`config.mk`:
```
export PLATFORM = sky130hd
export DESIGN_NAME = pkt_sender
export DESIGN_NICKNAME = d
export VERILOG_FILES = /design/src/rtl/pkt_sender_pkg.sv /design/src/rtl/pkt_sender.sv
export SDC_FILE = /design/constraint.sdc
export NUM_CORES = 1
export LEC_CHECK = 0
export BUFFER_PORTS_ARGS = -buffer_cell sky130_fd_sc_hd__buf_2
export CAP_MARGIN = 5
export CORE_ASPECT_RATIO = 1.4
export CORE_MARGIN = 2
export CORE_UTILIZATION = 35
export DETAILED_ROUTE_END_ITERATION = 8
export PLACE_DENSITY = 0.69
export RECOVER_POWER = 50
export REMOVE_ABC_BUFFERS = 1
export SLEW_MARGIN = 25
export SYNTH_ARGS = -nofsm -noshare
export SYNTH_HDL_FRONTEND = slang
export SYNTH_SLANG_ARGS = --single-unit
```
`constraint.sdc`:
```
create_clock -name clk -period 2.1 [get_ports clk]
set_clock_uncertainty 0.05 [all_clocks]
set_input_delay 0 -clock clk [delete_from_list [all_inputs] [get_ports clk]]
set_output_delay 0 -clock clk [all_outputs]
set_load 0.005 [all_outputs]
```
`src/rtl/pkt_sender_pkg.sv`:
```
// Shared flit definitions for the packet sender: type codes, field widths
// and the FSM state encoding.
package pkt_sender_pkg;

    localparam int PORTW = 4;
    localparam int LENW  = 4;
    localparam int DW    = 8;
    localparam int PKTW  = 9;          // msb index of a flit
    localparam int FLITW = PKTW + 1;   // flit width in bits

    // Flit type lives in the top two bits of every flit.
    typedef enum logic [1:0] {
        FT_IDLE = 2'b00,
        FT_HEAD = 2'b10,
        FT_BODY = 2'b01,
        FT_TAIL = 2'b11
    } flit_type_e;

    typedef enum logic {
        ST_IDLE = 1'b0,
        ST_DATA = 1'b1
    } state_e;

    // Head flit: type, destination port, source port.
    function automatic logic [FLITW-1:0] make_head(input logic [PORTW-1:0] dst,
                                                  input logic [PORTW-1:0] src);
        return {FT_HEAD, dst, src};
    endfunction

endpackage

```
`src/rtl/pkt_sender.sv`:
```
// Packet framer: turns a descriptor plus payload words into head/body/tail
// flits on a registered fifo write port, honouring the fifo full flag.
//
// Handshakes: an input transfers on the clock edge where its valid and
// ready are both high. Ready never depends on valid. On the output side a
// flit transfers on the edge where we is high and full is low; while
// we & full the output register holds pkto/we unchanged.
module pkt_sender
    import pkt_sender_pkg::*;
(
    input  logic             clk,
    input  logic             rst,
    input  logic             d_valid,
    output logic             d_ready,
    input  logic [PORTW-1:0] d_dst,
    input  logic [PORTW-1:0] d_src,
    input  logic [LENW-1:0]  d_len,
    input  logic [DW-1:0]    din,
    input  logic             din_valid,
    output logic             din_ready,
    output logic [PKTW:0]    pkto,
    output logic             we,
    input  logic             full,
    output logic             busy,
    output logic             err
);

    state_e          state;
    logic [LENW-1:0] cnt;   // flits still to load after the current one
    logic            slot_free;
    logic            d_take;
    logic            w_take;
    logic            short_len;
    logic            last_word;

    // The output register can accept a new flit when it is empty or when
    // its current flit leaves on this edge.
    always_comb begin
        slot_free = !we || !full;
        d_ready   = !rst && (state == ST_IDLE) && slot_free;
        din_ready = !rst && (state == ST_DATA) && slot_free;
        d_take    = d_valid && d_ready;
        w_take    = din_valid && din_ready;
        short_len = (d_len < LENW'(2));
        last_word = (cnt == LENW'(1));
        busy      = (state != ST_IDLE);
    end

    // FSM, payload down-counter and the registered flit output.
    always_ff @(posedge clk) begin
        if (rst) begin
            state <= ST_IDLE;
            cnt   <= '0;
            pkto  <= '0;
            we    <= 1'b0;
            err   <= 1'b0;
        end else begin
            err <= 1'b0;
            // Register drained with nothing new to load: emit a bubble.
            if (slot_free) begin
                we   <= 1'b0;
                pkto <= '0;
            end
            case (state)
                ST_IDLE: begin
                    if (d_take) begin
                        pkto  <= make_head(d_dst, d_src);
                        we    <= 1'b1;
                        // Short descriptors still go out as head + tail.
                        cnt   <= short_len ? LENW'(1) : d_len - LENW'(1);
                        err   <= short_len;
                        state <= ST_DATA;
                    end
                end
                ST_DATA: begin
                    if (w_take) begin
                        pkto <= {(last_word ? FT_TAIL : FT_BODY), din};
                        we   <= 1'b1;
                        cnt  <= cnt - LENW'(1);
                        if (last_word) begin
                            state <= ST_IDLE;
                        end
                    end
                end
                default: state <= ST_IDLE;
            endcase
        end
    end

endmodule

```
After elaboration in Yosys (flattened, before gate mapping)
Index checks and enable logic that the tools add are counted.

word-level totals
  register bits after elaboration = 17
  output and inout port bits = 15

cells by class
  $add $sub $neg = 2
  order comparisons = 1
  equal/unequal tests = 3
  multiplexer cells = 17
  bitwise gates (word level) = 2
  reduce and logical (&&, ||, !) cells = 12

operator list
  cell                                                                           number
  10-bit 2-to-1 mux                                                              3
  10-bit one-hot mux with 2 select lines                                         1
  4-bit 2-to-1 mux                                                               3
  4-bit one-hot mux with 2 select lines                                          1
  4-bit by 1-bit subtractor with 4-bit output (second input constant)            2
  1-bit logical AND                                                              6
  1-bit 2-to-1 mux                                                               6
  4-bit by 1-bit == test with 1-bit output (second input constant)               1
  4-bit by 2-bit less-than comparator with 1-bit output (second input constant)  1
  1-bit one-hot mux with 2 select lines                                          2
  1-bit zero test                                                                3
  3-bit OR reduction                                                             1
  2-bit 2-to-1 mux                                                               1
  2-bit by 1-bit inequality test with 1-bit output (second input constant)       1
  2-bit inequality test (second input constant)                                  1
  1-bit inverter                                                                 2
  2-bit AND reduction                                                            1
  1-bit logical OR                                                               1

Longest topological paths before layout
Gate-level depths: netlist of run 1.

  depth after elaboration = 6
  gate-level depth with buffers = 6

Least setup slack after synthesis of run 1
No wires, ideal clock.

  path kind = reg2reg
  from = register state, in the netlist busy
  to = register cnt[1]
  arrival = 1.092 ns
  required time = 1.928 ns
  path slack = 0.835 ns
  cell stages (with the launch flop) = 6
  path buffers = 1
  period minus slack after synthesis = 1.265 ns
  cells stage by stage = dfxtp_1 buf_4 nand2_2 a21o_4 nor3_2 a211oi_2

between the ends
  word-level cells in the longest chain between the ends = 6
  elaborated cells between the ends (all ways) = 11
  those cells by class = eq/ne: 2; mux: 1; bitwise: 1; reduce/logical: 7

ends and longest elaborated chain
  element                                 RTL line          source
  from (decl)                             pkt_sender.sv:28  state_e state;
  from (signal assigned)                  pkt_sender.sv:52  state <= ST_IDLE;
  from (signal assigned)                  pkt_sender.sv:72  state <= ST_DATA;
  from (signal assigned)                  pkt_sender.sv:81  state <= ST_IDLE;
  1-bit inverter                          -
  1-bit logical AND (2 in series)         pkt_sender.sv:40  d_ready = !rst && (state == ST_IDLE) && slot_free;
  1-bit logical AND                       pkt_sender.sv:42  d_take = d_valid && d_ready;
  2-bit inequality test (no source line)  -
  2-bit AND reduction (no source line)    -
  to (signal assigned)                    pkt_sender.sv:70  cnt <= short_len ? LENW'(1) : d_len - LENW'(1);
  to (signal assigned)                    pkt_sender.sv:79  cnt <= cnt - LENW'(1);
  to (decl)                               pkt_sender.sv:29  logic [LENW-1:0] cnt;

Several ways; a longest one is shown, not always the timed one.
A chain may end at the register's enable or synchronous reset.

Final worst setup path of run 1
  from = input port rst
  to = register pkto[2]

between the ends
  word-level cells in the longest chain between the ends = 6
  elaborated cells between the ends (all ways) = 10
  those cells by class = mux: 3; reduce/logical: 7

ends and longest elaborated chain
  element                                             RTL line                            source
  from (decl)                                         pkt_sender.sv:12                    input logic rst,
  1-bit zero test                                     pkt_sender.sv:40, pkt_sender.sv:41
  1-bit logical AND (on tied branches) (2 in series)  pkt_sender.sv:41, pkt_sender.sv:40
  1-bit logical AND (on tied branches)                pkt_sender.sv:43, pkt_sender.sv:42
  10-bit 2-to-1 mux (on tied branches)                pkt_sender.sv:76, pkt_sender.sv:66
  10-bit one-hot mux with 2 select lines              pkt_sender.sv:64                    case (state)
  to (signal assigned)                                pkt_sender.sv:67                    pkto <= make_head(d_dst, d_src);
  to (signal assigned)                                pkt_sender.sv:77                    pkto <= {(last_word ? FT_TAIL : FT_BODY), din};
  to (decl)                                           pkt_sender.sv:21                    output logic [PKTW:0] pkto,

Several ways; a longest one is shown, not always the timed one.

==> impl_metrics.csv, run 1 <==
group,metric,value,unit
cts,cts_tree,"done",
synthesis,synth.yosys.seq_area_share,40.48,%
global_routing,grt_first_pass_wirelength,3470,um
route,drc,0,
cts,clk_root_buffer_cell,"clkbuf_4",
sta,tightest_slew,0.5998,ns
route,wirelength,2189,um
sta,rsz0062_at_grt,"no",
layout,n_antenna_cell,0,
placement,dp_cells,156,
pwr,p_leak,0.6073,nW
route,via_count,935,
placement,io_buffers,39,
global_routing,grt.overflow.total,0,
cts,postCtsResizedCells,0,
global_routing,grt_pass1_vias,856,
route,dr.pass1.iters,4,
route,postRouteAntennaNets,0,
placement,dp_hpwl,1568,um
sta,fin_crit,1.977,ns
layout,synthToLayoutAreaGrowth,47.02,%
cts,cts_setup_buffers,0,
critical_path,cp_data_required_time,2.28,ns
pwr,power.total,729.0,uW
layout,drive_above_1_share,28.39,%
global_routing,grt_max_degree,13,
critical_path,critPathArrivalTime,2.15,ns
sta,maxSlewViolCount,0,
cts,insertion_delay,0.28,ns
synthesis,synthAdderAreaFrac,4.464,%
cts,cts.sinks,17,
synthesis,yosysWarnings,0,
synthesis,synth_flop_cell,"dfxtp_1",
critical_path,path_class,"in -> reg",
floorplan,fp.dieH,61.99,um
floorplan,ios,40,
route,drtIter0Drc,26,
synthesis,synthMuxAreaShare,0,%
synthesis,synth_simple_gate_area_share,23.51,%
global_routing,grtUsageTotal,16.83,%
critical_path,endpoint_kind,"flip-flop",
route,viasPerCell,5.253,
floorplan,die_x,45.43,um
cts,clk_pin_slew,0.08,ns
sta,finalSetupTns,0,ns
floorplan,die_area,0.002816,sq mm
pwr,power_density,589.7,mW/mm^2
sta,period_share,94.14,%
sta,final-setup-viol-count,0,
flow_run,maxCapViolCount,0,
cts,cts.path.max_buffers,2,
global_routing,antenna_found_initial,0,
sta,max_slew_margin,59.86,%
route,wl_per_cell,12.30,um
critical_path,critPathMaxFanout,8,
cts,htree_levels,1,
pwr,vdd_drop_max,0.2987,mV
synthesis,syn_area,840.8,sq um
synthesis,yosysUniqueCellTypes,27,
synthesis,yosysMostFrequentCell,"nand2_1",
cts,cts-buffers-inserted,3,
status,status,"completed",
synthesis,ys_ff_latch,17,
synthesis,async_flop_share,0,%
synthesis,synth-compound-area-share,25.30,%
layout,fin_cells,178,
synthesis,yosys-top-cells-area,"dfxtp_1 40%, nand2_1 8.5%, a22oi_1 7.1%",
synthesis,synth_edf_count,0,
synthesis,yosys.area.top_type,"dfxtp_1",
placement,gp_congestion,0.8708,
floorplan,start_util,35.96,%
sta,max_freq,0.5058,GHz
synthesis,synth.avg_cell_area,8.758,sq um
floorplan,core,0.002338,sq mm
sta,finalHoldViolations,0,
synthesis,synth_top_family_by_area,"compound AO/OA/AOI/OAI gates",
synthesis,synth_cells,96,
floorplan,placementRows,21,
synthesis,synth_commonest_cells,"19 x nand2_1, 17 x dfxtp_1, 9 x nor2_1, 8 x a22oi_1, 7 x inv_1",
synthesis,yosys.area_share.xor_xnor,0,%
worst_hold_path,hp-class,"in -> reg",
critical_path,startpoint_type,"primary input",
layout,final_nets,184,
synthesis,synth_top_area_share,40.48,%
-- worst paths after layout --
kind / cells after the start / from / slack [ns] / endpoint
min reg2reg: 1 / cnt[3] / 0.44 / cnt[3]
max reg2reg: 6 / busy / 0.17 / pkto[2]
min: 3 / d_len[3] / 0.04 / err
max: 8 / rst / 0.12 / pkto[2]
-- cell families after synthesis --
kind of cell             Yosys count
adder cells (fa/ha/maj)            3
AO/OA/AOI/OAI                     27
buffers and inverters             10
AND/OR/NAND/NOR                   39
flip-flops                        17
-- cell usage in the layout (no fill, tap or decap) --
master         count
buf_4              1
o211ai_1           2
clkbuf_1           6
dlygate4sd3_1     18
nor3_1             3
nand4_1            1
nand3_1            1
inv_1              7
dfxtp_1           17
a21oi_1            4
nor3_2             1
ha_1               3
buf_2             34
nand2_1           20
nor2_8             1
a21o_4             1
o21ai_1            2
a31oi_1            2
clkbuf_4           3
a32oi_1            1
nor2_1             9
a22oi_1            8
and2_1             1
a21oi_2            1
a31o_1             3
nand2b_1           1
a21o_1             1
o311ai_0           1
nand3_4            1
a211oi_2           1
-- area by class of cell --
class	instances	area, sq um
Inverter	7	26.28
Sequential cell	17	340.3
Multi-Input combinational cell	69	437.9
Fill cell	216	1102
Clock buffer	4	26.28
Tap cell	23	28.78
Timing Repair Buffer	58	376.6
-- layer usage --
| metal | track usage, % | wire (um) | part of all wire, % |
|---|---|---|---|
| met1 | 17.43 | 876 | 40 |
| met2 | 31.59 | 1081 | 49 |
| met3 | 3.179 | 180 | 8.2 |
| met4 | 7.983 | 51 | 2.3 |
| met5 | 0 | 0 | 0 |
-- sequential cells by signal, summed over array words and instances (netlist names) --
register,cells
pkto,10
cnt,4
busy,1
err,1
we,1
-- report_power, final --
group          internal (mW)  total (mW)  switching, mW  leakage [nW]
clock                 0.0738       0.165         0.0916        0.0150
combinational         0.0970       0.191         0.0938         0.453
sequential             0.350       0.373         0.0234         0.140
total                  0.520       0.729          0.209         0.607
-- critical path, cell delays in order --
cell           delay [ns]
dlygate4sd3_1        0.53
buf_2                0.17
a21o_1               0.29
nor2_1               0.28
buf_4                0.21
nand2_1              0.06
nand2_1              0.05
dlygate4sd3_1        0.55
-- what timing repair did --
action / in CTS / in global routing
hold buffers: 18 / 0
endpoints found under the hold margin: 12 / 0
setup endpoints to repair: 0 / 0
-- through the flow --
stage          util (%)  setup slack, ns  cell area (sq um)  hold slack [ns]
2_1_floorplan         -           0.7627              814.5          0.01465
3_3_place_gp      44.73           0.6851               1046           0.1356
3_5_place_dp      44.73           0.6254               1046           0.1389
4_1_cts           53.56           0.1738               1252          0.02799
5_1_grt           52.86          0.02034               1236          0.05793
6_report          52.86           0.1231               1236          0.03783
Power figures use the tool's default switching activity.
==> inputs of run 2 (changes only) <==
--- a/config.mk
+++ b/config.mk
@@ -9,9 +9,9 @@
 export CAP_MARGIN = 5
 export CORE_ASPECT_RATIO = 1.4
 export CORE_MARGIN = 2
-export CORE_UTILIZATION = 35
+export CORE_UTILIZATION = 36
 export DETAILED_ROUTE_END_ITERATION = 8
-export PLACE_DENSITY = 0.69
+export PLACE_DENSITY = 0.71
 export RECOVER_POWER = 50
 export REMOVE_ABC_BUFFERS = 1
 export SLEW_MARGIN = 25
==> run 2 against run 1 <==
Compared with the run above: sequential cell count unchanged; non-clock buffer count down 1; first-iteration DRC count shrank 77%; combinational power decreased by 2%; power shrank 0.27%; clock power is essentially flat; cell area decreased by 0.10%; fmax increased by 3.0%; global-route usage grew 0.31 points; worst hold slack gained 0.014 ns; critical endpoint is now pkto[5]; largest power group unchanged.
==> impl_metrics.csv, run 2 (synthesis results as in run 1) <==
group,metric,value,unit
layout,n_antenna_cell,0,
placement,dp_hpwl,1480,um
critical_path,cp_data_required_time,2.27,ns
route,drc,0,
sta,setup_ws,0.1802,ns
cts,cts.sinks,17,
route,viasPerCell,5.097,
cts,clk_root_buffer_cell,"clkbuf_4",
floorplan,ios,40,
global_routing,grt_max_degree,13,
sta,maxSlewViolCount,0,
global_routing,grt_first_pass_wirelength,3525,um
route,dr.pass1.iters,4,
critical_path,startpoint_type,"flip-flop",
sta,period_share,91.42,%
layout,stdcell_area,0.001235,sq mm
critical_path,critPathArrivalTime,2.09,ns
sta,max_freq,0.5209,GHz
pwr,power.total,727.0,uW
cts,insertion_delay,0.28,ns
global_routing,grt_pass1_vias,859,
route,postRouteAntennaNets,0,
layout,multi_input_comb_area,447.9,sq um
critical_path,critPathMaxFanout,12,
flow_run,maxCapViolCount,0,
floorplan,die_area,0.002744,sq mm
pwr,vdd_drop_max,0.2275,mV
sta,finalHoldViolations,0,
floorplan,fp.dieH,61.18,um
worst_hold_path,hp-class,"in -> reg",
global_routing,grt.overflow.total,0,
layout,final_nets,183,
global_routing,grtUsageTotal,17.15,%
floorplan,die_x,44.85,um
cts,cts_tree,"done",
layout,largest_reg_flops,10,
pwr,p_leak,0.5937,nW
worst_hold_path,whs_path_depth,3,
critical_path,path_class,"reg -> reg",
critical_path,timing.reg2reg.worst_path_depth,5,
sta,tightest_slew,0.6020,ns
status,status,"completed",
cts,cts-buffers-inserted,3,
sta,final-setup-viol-count,0,
layout,drive_above_1_share,27.92,%
pwr,power_density,588.7,mW/mm^2
cts,clk_pin_slew,0.09,ns
worst_hold_path,hold_start,"d_len[3]",
route,via_count,897,
placement,io_buffers,39,
global_routing,antenna_found_initial,0,
critical_path,rr_startpoint,"busy",
route,drtIter0Drc,6,
layout,n_fill_cell,213,
critical_path,endpoint_kind,"flip-flop",
critical_path,worstReg2RegEnd,"pkto[5]",
layout,layout_common_cells,"32 x buf_2, 20 x nand2_1, 18 x dlygate4sd3_1",
placement,post_dp_cell_area,0.001037,sq mm
layout,utilization,56.08,%
cts,htree_levels,1,
layout,max_flop_register,"pkto",
layout,layout_commonest_cell,"buf_2",
route,wirelength,2143,um
placement,pre_cts_ws,0.5951,ns
placement,gp_congestion,0.8731,
sta,max_slew_margin,59.72,%
floorplan,placementRows,20,
worst_hold_path,min_to,"err",
layout,register_area,340.3,sq um
sta,fin_crit,1.920,ns
layout,top_regs,"pkto: 10 flops, cnt: 4 flops",
sta,rsz0062_at_grt,"no",
critical_path,ff2ff_setup_slack,0.18,ns
sta,finalSetupTns,0,ns
route,wl_per_cell,12.18,um
floorplan,core,0.002202,sq mm
layout,synthToLayoutAreaGrowth,46.87,%
floorplan,start_util,38.18,%
cts,cts.path.max_buffers,2,
run 2: cell types whose count changed in the layout (fill, tap and decap cells not counted):
cell      before  now
buf_2         34   32
a21o_1         1    0
a21o_4         1    2
buf_1          0    1
buf_4          1    0
clkbuf_1       6    7
nor2_1         9    8
nor2_2         0    1
run 2: how the worst max path moves through the flow:
stage / startpoint / endpoint / slack (ns) / cells after the start
2_1_floorplan: busy / cnt[1] / 0.76 / 4
3_3_place_gp: busy / err / 0.63 / 3
3_5_place_dp: busy / err / 0.60 / 3
4_1_cts: busy / pkto[2] / 0.05 / 5
5_1_grt: busy / pkto[5] / 0.02 / 5
6_report: busy / pkto[5] / 0.18 / 5
run 2: layout make-up:
| type | instances | share of cell area (%) |
|---|---|---|
| multi-input combinational | 69 | 36.27 |
| timing repair buffer | 57 | 29.69 |
| sequential | 17 | 27.56 |
| tap | 22 | 2.229 |
| clock buffer | 4 | 2.128 |
| inverter | 7 | 2.128 |
run 2: critical path, stage by stage, from the launching register on:
cell and delay [ns]:
dfxtp_1 0.57, nand2_1 0.28, nor2_8 0.24, a22oi_1 0.09, nand2_1 0.10, dlygate4sd3_1 0.55
run 2: layer usage:
metal | vias to the layer above | wire length, um | GRT usage, %
met5 | - | 0 | 0
met4 | 0 | 34 | 6.723
met3 | 4 | 169 | 3.226
met2 | 38 | 1037 | 32.30
met1 | 401 | 901 | 18.53
li1 | 454 | - | -
run 2: timing repair:
item | in CTS | in global routing
gates resized for setup | 0 | 1
endpoints found under the setup margin | 0 | 8
buffers inserted | 0 | 0
hold buffers | 18 | 0
hold endpoints to repair | 12 | 0
run 2: per-stage QoR:
step	std cells	hold WS, ns
6_report	176	0.05154
5_1_grt	176	0.06083
4_1_cts	176	0.03152
3_5_place_dp	154	0.1382
3_3_place_gp	154	0.1355
2_1_floorplan	93	0.01465
run 2: power by group:
part,switching (mW),internal [mW],leakage (nW)
registers,0.0230,0.350,0.140
logic,0.0911,0.0958,0.439
clock network,0.0940,0.0735,0.0150
==> inputs of run 3 (changes only) <==
--- a/config.mk
+++ b/config.mk
@@ -11,10 +11,8 @@
 export CORE_MARGIN = 2
 export CORE_UTILIZATION = 36
 export DETAILED_ROUTE_END_ITERATION = 8
-export PLACE_DENSITY = 0.71
+export PLACE_DENSITY = 0.73
 export RECOVER_POWER = 50
-export REMOVE_ABC_BUFFERS = 1
-export SLEW_MARGIN = 25
 export SYNTH_ARGS = -nofsm -noshare
 export SYNTH_HDL_FRONTEND = slang
 export SYNTH_SLANG_ARGS = --single-unit
==> constraint.sdc (replaced) <==
create_clock -name clk -period 1.6 [get_ports clk]
set_clock_uncertainty 0.05 [all_clocks]
set_input_delay 0 -clock clk [delete_from_list [all_inputs] [get_ports clk]]
set_output_delay 0 -clock clk [all_outputs]
set_load 0.005 [all_outputs]
==> run 3 against run 2 <==
Compared with the run above: utilization is 0.11 points lower; clock-buffer cell count is 1 lower; non-clock buffer count stayed put; fmax is 36% higher; power is 33% higher; sequential share of layout area is 0.16 points higher; first-iteration DRC count is 100% higher; critical path depth is 1 lower; critical path type unchanged.
==> impl_metrics.csv, run 3 (synthesis results as in run 1) <==
group,metric,value,unit
status,status,"completed",
route,viasPerCell,5.074,
global_routing,grt.overflow.total,0,
route,drc,0,
sta,rsz0062_at_grt,"no",
pwr,p_int,673.5,uW
sta,final-setup-viol-count,0,
worst_hold_path,hp-class,"in -> reg",
cts,cts.sinks,17,
cts,cts-buffers-inserted,3,
critical_path,cp_data_required_time,1.75,ns
route,wl_met2,1178,um
pwr,p_leak,0.5878,nW
sta,finalSetupTns,0,ns
pwr,netSwitchingFraction,30.18,%
placement,post_dp_cell_area,0.001037,sq mm
route,top_layer_used,"met4",
global_routing,grt_first_pass_wirelength,3850,um
route,postRouteAntennaNets,0,
layout,final_nets,183,
critical_path,critPathMaxFanout,12,
layout,layout_commonest_cell,"buf_2",
floorplan,die_area,0.002744,sq mm
floorplan,start_util,38.18,%
cts,cts_tree,"done",
sta,tightest_slew,0.6199,ns
floorplan,die_x,44.85,um
layout,top_regs,"pkto: 10 flops, cnt: 4 flops",
floorplan,placementRows,20,
placement,io_buffers,39,
pwr,vdd_drop_max,0.4616,mV
sta,maxSlewViolCount,0,
pwr,power_density,782.6,mW/mm^2
layout,synthToLayoutAreaGrowth,46.58,%
global_routing,grt_pass1_vias,885,
floorplan,ios,40,
layout,n_fill_cell,205,
cts,htree_levels,1,
floorplan,core,0.002202,sq mm
pwr,share_comb_of_total_power,25.2,%
pwr,pwr-share-seq,50.7,%
layout,layout_common_cells,"34 x buf_2, 20 x nand2_1, 18 x dlygate4sd3_1",
sta,period_share,88.32,%
sta,fin_crit,1.413,ns
global_routing,grt_max_degree,13,
placement,gp_congestion,0.8890,
route,wl_met3,187,um
route,wirelength,2352,um
cts,clk_pin_slew,0.10,ns
route,routedLengthMet1,938,um
layout,drive_above_1_share,29.87,%
layout,stdcell_area,0.001232,sq mm
cts,clk_root_buffer_cell,"clkbuf_4",
layout,largest_reg_flops,10,
global_routing,antenna_found_initial,0,
synthesis,syn_nets,124,
critical_path,critPathSlowestCell,"dfxtp_2",
critical_path,ff2ff_setup_slack,0.19,ns
global_routing,grtUsageTotal,19.17,%
layout,n_antenna_cell,0,
critical_path,critPathArrivalTime,1.56,ns
placement,dp_hpwl,1509,um
layout,max_flop_register,"pkto",
flow_run,maxCapViolCount,0,
sta,max_freq,0.7076,GHz
layout,multi_input_comb_area,440.4,sq um
critical_path,worstPathCellList,"nand2_1 -> a21oi_2 -> o21ai_1 -> a31o_1",
pwr,p_clk_share,24.1,%
critical_path,slowest_delay,0.45,ns
floorplan,fp.dieH,61.18,um
route,wl_per_cell,13.36,um
sta,finalHoldViolations,0,
sta,max_slew_margin,58.52,%
pwr,power_switching,291.1,uW
cts,cts.path.max_buffers,2,
critical_path,path_class,"reg -> reg",
layout,register_area,341.6,sq um
critical_path,endpoint_kind,"flip-flop",
cts,insertion_delay,0.29,ns
route,via_count,893,
route,drtIter0Drc,12,
critical_path,startpoint_type,"flip-flop",
route,dr.pass1.iters,4,
run 3: cell types whose count changed in the layout (fill, tap and decap cells not counted):
| cell | change |
|---|---|
| buf_2 | +2 |
| clkbuf_1 | -2 |
| a21o_1 | +1 |
| a21o_4 | -1 |
| buf_1 | -1 |
| clkinv_2 | +1 |
| dfxtp_1 | -1 |
| dfxtp_2 | +1 |
run 3: area by class of cell:
class | count | share of cell area (%)
Sequential cell | 17 | 27.72
Tap cell | 22 | 2.234
Timing Repair Buffer | 57 | 29.95
Inverter | 7 | 2.132
Clock buffer | 3 | 1.827
Clock inverter | 1 | 0.4061
Multi-Input combinational cell | 69 | 35.74
run 3: power by group through the flow:
stage	Clock, mW	Combinational [mW]	Sequential, mW
final	0.233	0.243	0.489
after floorplan	0	0.141	0.490
after global routing	0.252	0.273	0.494
after CTS	0.243	0.245	0.488
after detailed placement	0	0.210	0.498
after global placement	0	0.209	0.496
run 3: path summary, 6_finish.rpt:
| path | from | to | cells past startpoint |
|---|---|---|---|
| worst max register to register | busy | cnt[2] | 4 |
| worst min register to register | pkto[9] | pkto[9] | 2 |
| worst min-delay path | d_len[3] | err | 3 |
| worst max-delay path | busy | cnt[2] | 4 |
run 3: critical path: cells and delay by family (launching register included):
family          cells  cell delay [ns]
flops               1             0.45
simple gates        1             0.22
compound gates      3             0.60
run 3: stage by stage:
stage,util [%],hold WS [ns],power (mW),instances,setup slack [ns]
floorplan,-,0.04895,0.6315,96,0.3352
global placement,47.10,0.1366,0.7051,154,0.1509
detailed placement,47.10,0.1398,0.7083,154,0.07642
CTS,56.53,0.004674,0.9758,176,0.04000
global route,55.97,0.03751,1.019,176,0.07238
finish,55.97,0.009510,0.9645,176,0.1868
run 3: metal layers:
layer | global-route usage [%] | up-vias
met5 | 0 | -
met4 | 8.824 | 0
met3 | 3.812 | 7
met2 | 35.82 | 45
met1 | 20.29 | 385
li1 | - | 456
run 3: what timing repair did:
action                     CTS  global route
hold endpoints to repair    12             0
buffers inserted             0             0
hold buffers                18             0
resized for setup            0             2
setup endpoints to repair    0            12
